$ cat config.mk
export PLATFORM = sky130hd
export DESIGN_NAME = prm_occ_driver
export DESIGN_NICKNAME = d
export VERILOG_FILES = /design/src/rtl/prm_occ_driver.sv
export SDC_FILE = /design/constraint.sdc
export NUM_CORES = 1
export LEC_CHECK = 0
export ABC_AREA = 1
export CAP_MARGIN = 20
export CELL_PAD_IN_SITES_DETAIL_PLACEMENT = 1
export CELL_PAD_IN_SITES_GLOBAL_PLACEMENT = 2
export CORE_MARGIN = 1
export CORE_UTILIZATION = 26
export CTS_CLUSTER_SIZE = 16
export DETAILED_ROUTE_END_ITERATION = 16
export PLACE_DENSITY_LB_ADDON = 0.2
export SLEW_MARGIN = 20
export SYNTH_ARGS = -nofsm -noshare
export SYNTH_HDL_FRONTEND = slang
export SYNTH_SLANG_ARGS = --single-unit
$ cat constraint.sdc
create_clock -name CLK -period 1.5 [get_ports CLK]
set_clock_uncertainty 0.1 [all_clocks]
set_input_delay 0.225 -clock CLK [delete_from_list [all_inputs] [get_ports CLK]]
set_output_delay 0.225 -clock CLK [all_outputs]
set_load 0.05 [all_outputs]
$ cat src/rtl/prm_occ_driver.sv
// prm_occ_driver: collects occupied-voxel indices of a frame into a 15-bit
// occupancy word for a bank of combinational edge checkers, waits one cycle
// for the checkers to resolve, then captures their edge mask as a result and
// holds it until the consumer takes it.
//
// Optional feature (macro PRM_BLOCKED_CNT_EN): adds output blocked_cnt, the
// population count of res_data, registered together with res_data.
//
// Ports:
//   CLK, RST_n    clock, asynchronous active-low reset
//   vox_valid     occupied-voxel index offered
//   vox_idx       voxel index, 0..14 -> checker inputs A..O, 15 is illegal
//   vox_last      final voxel of the frame (qualified by vox_valid)
//   vox_ready     voxel accepted this cycle
//   occ_vec       occupancy word to the checkers, bit0=A .. bit14=O
//   edge_mask_in  edge_mask outputs of the checker bank, 1 = blocked
//   res_valid     result word available
//   res_data      captured edge mask
//   res_ready     consumer accepts the result
//   idx_err       sticky flag, an index of 15 was received
//   blocked_cnt   (PRM_BLOCKED_CNT_EN only) popcount of res_data
module prm_occ_driver #(
  parameter int unsigned NEDGE = 8
) (
  input  logic                           CLK,
  input  logic                           RST_n,
  input  logic                           vox_valid,
  input  logic [3:0]                     vox_idx,
  input  logic                           vox_last,
  output logic                           vox_ready,
  output logic [14:0]                    occ_vec,
  input  logic [NEDGE-1:0]               edge_mask_in,
  output logic                           res_valid,
  output logic [NEDGE-1:0]               res_data,
  input  logic                           res_ready,
`ifdef PRM_BLOCKED_CNT_EN
  output logic [$clog2(NEDGE+1)-1:0]     blocked_cnt,
`endif
  output logic                           idx_err
);

  localparam int unsigned OCC_W   = 15;
  localparam logic [3:0]  BAD_IDX = 4'd15;

  typedef enum logic [1:0] {
    COLLECT = 2'd0,
    SETTLE  = 2'd1,
    HOLD    = 2'd2
  } state_t;

  state_t state;

  // Accepted voxel: vox_ready is high exactly while in COLLECT.
  logic vox_acc_c;
  assign vox_acc_c = vox_valid && (state == COLLECT);

`ifdef PRM_BLOCKED_CNT_EN
  localparam int unsigned CNT_W = $clog2(NEDGE + 1);

  function automatic logic [CNT_W-1:0] popcount(input logic [NEDGE-1:0] v);
    logic [CNT_W-1:0] n;
    n = '0;
    for (int i = 0; i < int'(NEDGE); i++) begin
      n = n + CNT_W'(v[i]);
    end
    return n;
  endfunction
`endif

  // Frame state machine with all outputs registered alongside the state.
  always_ff @(posedge CLK or negedge RST_n) begin
    if (!RST_n) begin
      state     <= COLLECT;
      vox_ready <= 1'b1;
      occ_vec   <= '0;
      res_valid <= 1'b0;
      res_data  <= '0;
      idx_err   <= 1'b0;
`ifdef PRM_BLOCKED_CNT_EN
      blocked_cnt <= '0;
`endif
    end else begin
      case (state)
        COLLECT: begin
          if (vox_acc_c) begin
            // Index 15 has no checker input; flag it instead of touching occ_vec.
            if (vox_idx == BAD_IDX) begin
              idx_err <= 1'b1;
            end else begin
              occ_vec <= occ_vec | (OCC_W'(1) << vox_idx);
            end
            if (vox_last) begin
              state     <= SETTLE;
              vox_ready <= 1'b0;
            end
          end
        end

        // One cycle for the combinational checkers to see the final occ_vec.
        SETTLE: begin
          state     <= HOLD;
          res_valid <= 1'b1;
          res_data  <= edge_mask_in;
`ifdef PRM_BLOCKED_CNT_EN
          blocked_cnt <= popcount(edge_mask_in);
`endif
        end

        HOLD: begin
          if (res_ready) begin
            state     <= COLLECT;
            res_valid <= 1'b0;
            vox_ready <= 1'b1;
            occ_vec   <= '0;
          end
        end

        default: begin
          state     <= COLLECT;
          res_valid <= 1'b0;
          vox_ready <= 1'b1;
          occ_vec   <= '0;
        end
      endcase
    end
  end

endmodule
# Word level (Yosys, flattened, before mapping)
# Cells that the tools add are included.
# totals
inputBits	17
latch_bits	0
ram_bits	0
n_memories	0
romBits	0
ff_bits	28
# op_classes
bitwise_logic	3
shifts	1
n_div	0
eq_ne	7
n_addsub	0
mux	14
multipliers	0
order_cmp	0
n_reduce_logical	7
# op_table
op	n
$mux 15	3
$pmux 15 s3	1
$or 15x15->15	1
$shl 1x4->15 const A	1
$ne 2x2->1 const B	4
$reduce_and 4->1	2
$mux 2	3
$pmux 1 s3	2
$pmux 2 s3	1
$reduce_and 3->1	2
$eq 4x4->1 const B	1
$mux 1	4
$eq 2x1->1 const B	1
$eq 2x2->1 const B	1
$logic_not 2->1	1
$not 1->1	2
$reduce_and 2->1	1
$logic_and 1x1->1	1

# Depth between registers and ports, before layout
# Gate-level depths: netlist (run 1).
# logic_depth
depth_word	5
mapped_depth	9
depth_no_buf	7

# Worst setup path after synthesis (run 1)
# OpenSTA, ideal clock, no wires.
# synth_timing
kind	register to register
start	register state[0]
end	register occ_vec[10]
path_slack_ns	0.225
synth_period_minus_slack_ns	1.275
setup_ns	0.118
t_required_ns	1.282
path_buffers	2
arrival_time_ns	1.057
path_stages_with_launch	7
path_cell_list	dfrtp_1 nand2_1 buf_4 nand3_2 buf_4 nand2_1 nand2_1
# synth_via
elab_chain_cells	4
word_cells_on_any_way	10
classes_between	eq/ne: 5; mux: 1; bitwise: 1; reduce/logical: 3
# synth_rtl
element	line	text
start: declaration	51	state_t state;
start signal: assignment	73	state <= COLLECT;
start signal: assignment	93	state <= SETTLE;
start signal: assignment	101	state <= HOLD;
$logic_not 2->1	55, 83	
$logic_and 1x1->1	55	assign vox_acc_c = vox_valid && (state == COLLECT);
$ne 2x2->1 (no line)	--	
$reduce_and 4->1 (no line)	--	
end signal: assignment	90	occ_vec <= occ_vec | (OCC_W'(1) << vox_idx);
end: declaration	31	output logic [14:0] occ_vec,
# Several ways; a longest one is shown, not always the timed one.
# A chain may end at the register's enable or synchronous reset.

# Worst setup path after layout (run 1)
# layout_timing
start	register state[0]
end	register occ_vec[14]
# Same word-level chain as after synthesis.

==> implementation parameters, run 1 <==
Parameter                              Value

STA
  Worst-margin pin slew    around 0.37 ns
  Number of hold violations in the final report    0
  Post-route clock period utilization    0.926
  Unrepaired setup endpoints after global routing    false
  Max-slew violations    0
  Worst slew margin relative to its limit    0.750
  Final-report setup violation count    0
  Highest Clock Rate    slightly above 0.7 GHz
  Tmin final    between 1 and 1.5 ns

CTS
  Clock tree from TritonCTS    done
  Hold buffer count at CTS    0
  Later-pin clock latency in the skew report    0.28 ns
  Level count of the clock H-tree    1
  Buffer type at the clock tree root    clkbuf_8
  Buffer count from post-CTS setup fixing    0
  Number of clock sinks seen by CTS    28
  Clock Tree Buf Depth    2
  TritonCTS buffer count    3
  Clock transition time at the flip-flop clock pins of the worst setup and hold paths    about 0.1 ns

Logic synthesis
  Netlist Area Pre-Place    1370 sq um
  Count of unique library cells instantiated by Yosys    19
  Most common cell in the netlist    nand2_1
  Most area-hungry cell type in the Yosys netlist    dfrtp_1
  Number of instances in the synthesized netlist    approximately 170
  Top post-synthesis cells by area    dfrtp_1 (49%), nand2_1 (18%), mux2_2 (6.6%), inv_1 (4.4%), nand3_1 (3.3%)
  Asr flop ratio synth    1.00
  Number of synthesized register bits    28
  Top cell type's share of synthesized area    0.494
  Post-Syn Nets    about 180
  EDFF count, synth    0
  Dominant synthesized flop cell    dfrtp_1
  Warnings, synthesis    0
  Post-Syn Area per Cell    approximately 8.2 sq um
  Portion of the post-synthesis area used by sequential elements    0.513
  Synth top cells by count    nand2_1 (66), dfrtp_1 (27), inv_1 (16), nand3_1 (9), o21ai_0 (9)

Cells and area
  Area grow syn2layout    67.8%
  Area of combinational cells with multiple inputs    about 560 sq um
  Number of fillers in the final layout    between 600 and 700
  Number of nets in the layout    240
  Post-route core utilization    0.453
  Finished Layout Cells    ~290
  Ratio of cells with drive above 1 in the final layout    0.288
  Storage element area    703 sq um
  Antenna diode count    0
  Post-route cell area    roughly 2300 sq um

Drt
  Uppermost layer routed    met4
  Total length of routed met3 wires    approximately 130 microns
  Via count of the routed design    about 1300
  Via-per-instance ratio    between 4 and 5
  # DRC    0
  Sum of routed wire length over all layers    3.86 mm
  Met1 Routed Length    between 1.5 and 2 mm
  Wire length per cell after detailed routing    roughly 13 microns
  Initial DRC Count    38
  Detailed-routing iteration count for the pre-antenna-repair pass    4
  Count of antenna-violating nets left after detailed routing    0
  Detailed route wirelength on metal2    roughly 2.2 mm

Die
  Total I/O pin count    43
  Width of the chip    between 70 and 80 microns
  Total number of placement rows    26
  Initial standard-cell utilization of the core    0.270
  Die outline height    about 75 microns
  Floorplan Core Area    ~5000 sq um
  DIE AREA    roughly 5600 sq um

Critical path
  Delay-heaviest family, CP    flip-flops
  CP bufs+invs    1
  Stages on worst setup path    6
  Setup Crit Path Kind    flop to flop
  Cell type with the highest occurrence count on the critical path    nand2_1
  Max incr delay on CP    roughly 0.47 ns
  Crit-path cells    nor2_1 -> buf_4 -> nand2_2 -> o21ai_0 -> nand2_1 -> nand2_1
  Nature of the critical path startpoint    flop
  Largest fanout on the critical path    10
  Critical-path cell with the highest stage delay    dfrtp_2
  Data arrival time of the critical path    between 1.5 and 2 ns
  Register-to-register setup slack    approximately 0.11 ns
  Worst endpoint required time    1.63 ns
  Kind of capture point of the worst setup path    flop
  Reg2Reg Depth    6

Place
  Port buffer count    42
  Placement Cell Area    about 2200 sq um
  Post-DP HPWL    ~2.9 mm
  Placer Congestion    between 0.7 and 0.8
  Placed instance count    between 200 and 300

Power
  Leakage power figure    around 1.1 nW
  Worst voltage drop across the vdd grid    1.19 mV
  Power, Total    approximately 5 mW
  Total power per unit cell area    2170 nW/um^2

Global route
  Initial antenna violation count    0
  Global-route usage over all layers    0.151
  Number of global-route vias before repair    1385
  Maximum number of pins on one net before global-route repair    29
  GRT Residual Overflow    0
  First-pass GRT wire length    6.40 mm

Min path
  Hold Crit Class    primary input to async pin

Flow run
  Total of max-cap violations    0

Run status
  Result of the run    complete, no violations
==> final timing paths <==
check                              endpoint        from
max in group asynchronous         vox_ready       RST_n
worst min-delay path            occ_vec[13]       RST_n
min in group CLK                 occ_vec[8]  vox_idx[0]
worst min register to register      idx_err     idx_err
worst max register to register  occ_vec[14]    state[0]
worst max-delay path            occ_vec[14]    state[0]
==> worst register-to-register path, stage by stage, from the launching register on <==
cell     delay (ns)
dfrtp_2        0.47
nor2_1         0.15
buf_4          0.20
nand2_2        0.11
o21ai_0        0.18
nand2_1        0.08
nand2_1        0.05
==> cell type report <==
type / count / area share
Timing Repair Buffer: 57 / 0.358
Sequential cell: 28 / 0.306
Multi-Input combinational cell: 115 / 0.244
Clock buffer: 4 / 0.0240
Inverter: 18 / 0.0294
Tap cell: 70 / 0.0381
==> stage by stage <==
step           worst slack [ns]  TNS, ns  hold WS [ns]
3_3_place_gp             -0.199    -2.82         0.424
2_1_floorplan             0.225        0        -0.171
3_5_place_dp             -0.310    -4.50         0.429
4_1_cts                  0.0120        0         0.234
6_report                  0.111        0         0.216
5_1_grt                 0.00223        0         0.259
==> where the power goes <==
part,leakage [nW],internal (mW),switching [mW]
clock network,0.0288,0.235,0.254
logic,0.729,1.49,1.63
registers,0.352,1.04,0.328
==> layer usage <==
layer	track usage	vias up
met2	0.302	24
met5	0	-
met1	0.164	623
met3	0.0257	2
met4	0.0314	0
li1	-	628
==> flip-flops by register name (all words and copies together), names as in the netlist <==
register	flops
res_valid	1
occ_vec	15
idx_err	1
vox_ready	1
state	2
res_data	8
==> layout by cell type (no fill, tap or decap), drive strengths merged <==
cell and instances:
nand2 68, buf 41, dfrtp 27, inv 18
clkdlybuf4s50 14, o21ai 11, nand3 10, a21oi 8
mux2 8, nor2 8, clkbuf 4, dlymetal6s2s 2
nand3b 1, a31o 1, dfstp 1
==> logic make-up after synthesis <==
kind of cell           Yosys count  synth area share
flip-flops                      28             0.513
AO/OA/AOI/OAI                   20            0.0786
multiplexers                     8            0.0658
buffers and inverters           23            0.0795
AND/OR/NAND/NOR                 87             0.263
==> repair_timing <==
item,in CTS,in global routing
gates cloned,0,0
setup endpoints to repair,2,17
pin swaps,0,0
gates resized for setup,1,6
hold endpoints to repair,0,0
(Power assumes the default switching activity.)
==> inputs of run 2 (changes only) <==
--- a/config.mk
+++ b/config.mk
@@ -13,6 +13,7 @@
 export CORE_UTILIZATION = 26
 export CTS_CLUSTER_SIZE = 16
 export DETAILED_ROUTE_END_ITERATION = 16
+export MAX_ROUTING_LAYER = met4
 export PLACE_DENSITY_LB_ADDON = 0.2
 export SLEW_MARGIN = 20
 export SYNTH_ARGS = -nofsm -noshare
==> implementation parameters, run 2 (synthesized netlist as in run 1, its figures left out) <==
Parameter                              Value

Drt
  Total length of routed met3 wires    between 100 and 150 microns
  Count of antenna-violating nets left after detailed routing    0
  Via-per-instance ratio    around 4.4
  Sum of routed wire length over all layers    3.86 mm
  Uppermost layer routed    met4
  Initial DRC Count    38
  Detailed-routing iteration count for the pre-antenna-repair pass    4
  # DRC    0
  Detailed route wirelength on metal2    approximately 2.2 mm
  Wire length per cell after detailed routing    13.2 microns
  Via count of the routed design    around 1300
  Met1 Routed Length    1.57 mm

Die
  Width of the chip    between 70 and 80 microns
  Initial standard-cell utilization of the core    0.270
  Total I/O pin count    43
  Floorplan Core Area    a little over 5000 sq um
  Die outline height    74.6 microns
  Total number of placement rows    26
  DIE AREA    ~5600 sq um

CTS
  TritonCTS buffer count    3
  Later-pin clock latency in the skew report    roughly 0.28 ns
  Clock transition time at the flip-flop clock pins of the worst setup and hold paths    roughly 0.10 ns
  Hold buffer count at CTS    0
  Clock tree from TritonCTS    done
  Number of clock sinks seen by CTS    28
  Buffer type at the clock tree root    clkbuf_8
  Clock Tree Buf Depth    2
  Level count of the clock H-tree    1

Place
  Placer Congestion    0.804
  Placement-stage worst setup slack    -0.310 ns
  Placed instance count    288
  Post-DP HPWL    2.95 mm
  Port buffer count    42

Cells and area
  Number of nets in the layout    240
  Area grow syn2layout    67.8%
  Largest register by flop count    occ_vec
  Highest-count cells in the layout ignoring fill and taps    nand2_1 (66), buf_12 (28), dfrtp_1 (26)
  Leading cell type in the layout, fill and taps excluded    nand2_1
  Number of fillers in the final layout    between 600 and 700
  Antenna diode count    0
  Flip-flop count of the largest register after layout    15
  Ratio of cells with drive above 1 in the final layout    0.288
  Storage element area    703 sq um
  Area of combinational cells with multiple inputs    561 sq um
  Finished Layout Cells    between 200 and 300
  Leading registers by flop count    occ_vec (15), res_data (8), state (2)

STA
  Post-route clock period utilization    0.926
  Worst-margin pin slew    0.374 ns
  Unrepaired setup endpoints after global routing    false
  Max-slew violations    0
  Tmin final    1.39 ns
  Number of hold violations in the final report    0
  Worst slew margin relative to its limit    0.750
  Highest Clock Rate    around 0.7 GHz
  Final-report setup violation count    0
  Final critical-path setup slack    between 0.1 and 0.15 ns

Critical path
  Delay-heaviest family, CP    flip-flops
  Kind of capture point of the worst setup path    flop
  Largest fanout on the critical path    10
  Worst endpoint required time    roughly 1.6 ns
  Max incr delay on CP    ~0.47 ns
  Reg2Reg Depth    6
  Worst setup path endpoint    occ_vec[14]
  Nature of the critical path startpoint    flop
  Capture instance of the worst register-to-register path    occ_vec[14]
  Data arrival time of the critical path    ~1.5 ns
  Setup Crit Path Kind    flop to flop
  CP bufs+invs    1
  Cell type with the highest occurrence count on the critical path    nand2_1
  Critical-path cell with the highest stage delay    dfrtp_2
  CP Launch Point    state[0]
  Worst R2R Start    state[0]
  Crit-path cells    nor2_1 -> buf_4 -> nand2_2 -> o21ai_0 -> nand2_1 -> nand2_1
  Register-to-register setup slack    0.11 ns
  Stages on worst setup path    6

Power
  Worst voltage drop across the vdd grid    roughly 1.2 mV
  Leakage power figure    1.11 nW
  Total power per unit cell area    about 2200 nW/um^2

Run status
  Result of the run    complete, no violations

Flow run
  Total of max-cap violations    0

Global route
  Number of global-route vias before repair    approximately 1400
  Maximum number of pins on one net before global-route repair    29
  Global-route usage over all layers    0.156
  Initial antenna violation count    0
  GRT Residual Overflow    0
  First-pass GRT wire length    ~6.4 mm

Min path
  Hold Crit Class    primary input to async pin
## run 2: cell counts in the layout (fill, tap and decap cells not counted)
No cell type changed its count.
## run 2: metal layers
metal,up-vias,track usage
met4,0,0.0314
met1,623,0.165
li1,628,-
met3,2,0.0244
met2,24,0.302
met5,-,-
## run 2: final cells by class
type,instances,share of cell area
timing repair buffer,57,0.358
inverter,18,0.0294
multi-input combinational,115,0.244
clock buffer,4,0.0240
tap,70,0.0381
sequential,28,0.306
## run 2: worst min-delay path by stage
stage | from | endpoint | slack [ns] | depth (start not counted)
floorplan | RST_n | idx_err | -0.17 | 0
global placement | idx_err | idx_err | 0.42 | 1
detailed placement | idx_err | idx_err | 0.43 | 1
CTS | RST_n | occ_vec[13] | 0.23 | 2
global route | RST_n | occ_vec[7] | 0.26 | 2
finish | RST_n | occ_vec[13] | 0.22 | 2
## run 2: worst register-to-register path, stage by stage, from the launching register on
cell and delay (ns):
dfrtp_2 0.47, nor2_1 0.15, buf_4 0.20, nand2_2 0.11, o21ai_0 0.18, nand2_1 0.08, nand2_1 0.05
## run 2: timing repair
action                     4_1_cts  5_1_grt
cloned                           0        0
resized for setup                1        6
setup endpoints to repair        2       17
buffers inserted                 0        0
hold endpoints to repair         0        0
pin swaps                        0        0
## run 2: metrics by stage
step	total power [mW]	util	area, sq um	hold slack, ns	TNS, ns
floorplan	2.89	-	1370	-0.171	0
global placement	4.45	0.440	2230	0.424	-2.82
detailed placement	4.54	0.440	2230	0.429	-4.50
CTS	5.04	0.451	2290	0.234	0
global route	5.25	0.453	2300	0.259	0
finish	4.98	0.453	2300	0.216	0
## run 2: power by group
part	internal (mW)	switching (mW)
Sequential	1.04	0.328
Clock	0.235	0.254
Combinational	1.49	1.63
Total	2.77	2.21
==> edit: new RTL, config.mk and constraints of run 1 <==
The 3 states of `state_t` get a one-hot encoding in 3 bits.
--- a/src/rtl/prm_occ_driver.sv
+++ b/src/rtl/prm_occ_driver.sv
@@ -43,8 +43,8 @@
   localparam logic [3:0]  BAD_IDX = 4'd15;
 
-  typedef enum logic [1:0] {
-    COLLECT = 2'd0,
-    SETTLE  = 2'd1,
-    HOLD    = 2'd2
+  typedef enum logic [2:0] {
+    COLLECT = 3'b001,
+    SETTLE  = 3'b010,
+    HOLD    = 3'b100
   } state_t;
 
Check against the original RTL: no difference found for any inputs over 10 cycles, from zero or initial values and one cycle with RST_n low; not proved beyond that.
==> edit against run 1 <==
  * The flow now finishes with violations (negative setup slack)
  * Power increased by 22%
  * Sequential share of layout area down 4.4 points
  * Design area increased by 21%
  * Routed wire length is 20% higher
  * Count of clock-buffer cells in the layout grew 3
  * First-iteration DRC count increased by 53%
  * Combinational power increased by 22%
  * Global-route usage grew 0.64 points
  * Synthesized area rose by 15%
  * Highest routed layer unchanged
  * Sequential cell count up 1
  * Setup slack worse by 0.13 ns
==> edit: results <==
set metrics [dict create \
    status "finished with violations" \
    violations "negative setup slack" \
    setup-tns-final_ns -0.07802 \
    n_antenna_cell 0 \
    largest_register_ff_count 15 \
    cp_data_arrival_time_ns 1.59 \
    vias 1475 \
    synthTopCellsByCount "nand2_1 (41), dfrtp_1 (27), inv_1 (25)" \
    syn_area_per_cell_um2 8.850 \
    async_flop_share_pct 100.0 \
    nets 265 \
    cts_htree_levels 2 \
    post_cts_resized 6 \
    synthMuxAreaShare_pct 5.719 \
    dr.first_iter.drc_count 58 \
    met3_usage_pct 3.429 \
    routabilityCongestion 0.7926 \
    grt_pass1_vias 1620 \
    use_met2_pct 27.01 \
    grt_max_degree 30 \
    dp_hpwl_um 3379 \
    crit_path_max_fanout 7 \
    yosysUniqueCellTypes 21 \
    cts_root_buffer "clkbuf_8" \
    avgViaCountPerCell 4.595 \
    max_stage_delay_ns 0.56 \
    yosys_warnings 0 \
    top_regs "occ_vec: 15 flops, res_data: 8 flops, state: 3 flops" \
    synth-seq-area-share_pct 46.23 \
    vdd_drop_max_v 0.0009388 \
    wl_met3_um 202 \
    synth_area_leaders "dfrtp_1 (43%), nand2_1 (9.8%), o21bai_1 (8.1%), inv_1 (6.0%), mux2_2 (5.7%)" \
    slowest_stage "dfstp_2" \
    post-place-ws_ns -0.1696 \
    p_leak_nw 1.373 \
    setup_violations 7 \
    cts_setup_buffers 4 \
    port_buffers 42 \
    yosys.area_share.xor_xnor_pct 0 \
    drive_above_1_share_pct 36.55 \
    routedWlPerCell_um 14.44 \
    drt-met1-wl_um 1979 \
    setup_ws_ns -0.02352 \
    synth_compound_area_share_pct 13.19 \
    firstDrtPassIters 4 \
    clk_pin_slew_ns 0.07 \
    syn-num-nets 195 \
    use_met1_pct 19.62 \
    wl_met2_um 2401 \
    gr-usage-all-layers_pct 15.76 \
    min_path_type "input pin to asynchronous set/reset pin" \
    placedCellCount 307 \
    grt_pass1_wl_um 7797 \
    cp_top_family "simple AND/OR/NAND/NOR gates" \
    placed_cell_area_um2 2529 \
    slew_headroom_pct 80.27 \
    numCtsBuffers 5 \
    antenna_found_initial 0 \
]
-- edit: worst paths after layout --
kind	start	end	slack [ns]	cells past startpoint
max	state[0]	occ_vec[10]	-0.02	8
min	RST_n	res_data[1]	0.20	2
max reg2reg	state[0]	occ_vec[10]	-0.02	8
min reg2reg	res_valid	res_valid	0.45	2
max in group asynchronous	RST_n	state[0]	0.87	2
min in group CLK	res_valid	res_valid	0.45	2
-- edit: power by group --
group          leakage, nW  total [mW]  switching [mW]  internal, mW
Sequential           0.371        1.43           0.332          1.09
Combinational        0.943        3.82            1.95          1.87
Clock               0.0585       0.844           0.303         0.541
-- edit: area by class of cell --
class                      instances  area [um^2]
clock inverter                     1        30.03
timing repair buffer              69         1005
tap                               72        90.09
multi-input combinational        117        739.5
inverter                          26        100.1
fill                             647         2895
sequential                        29        729.5
clock buffer                       7        86.33
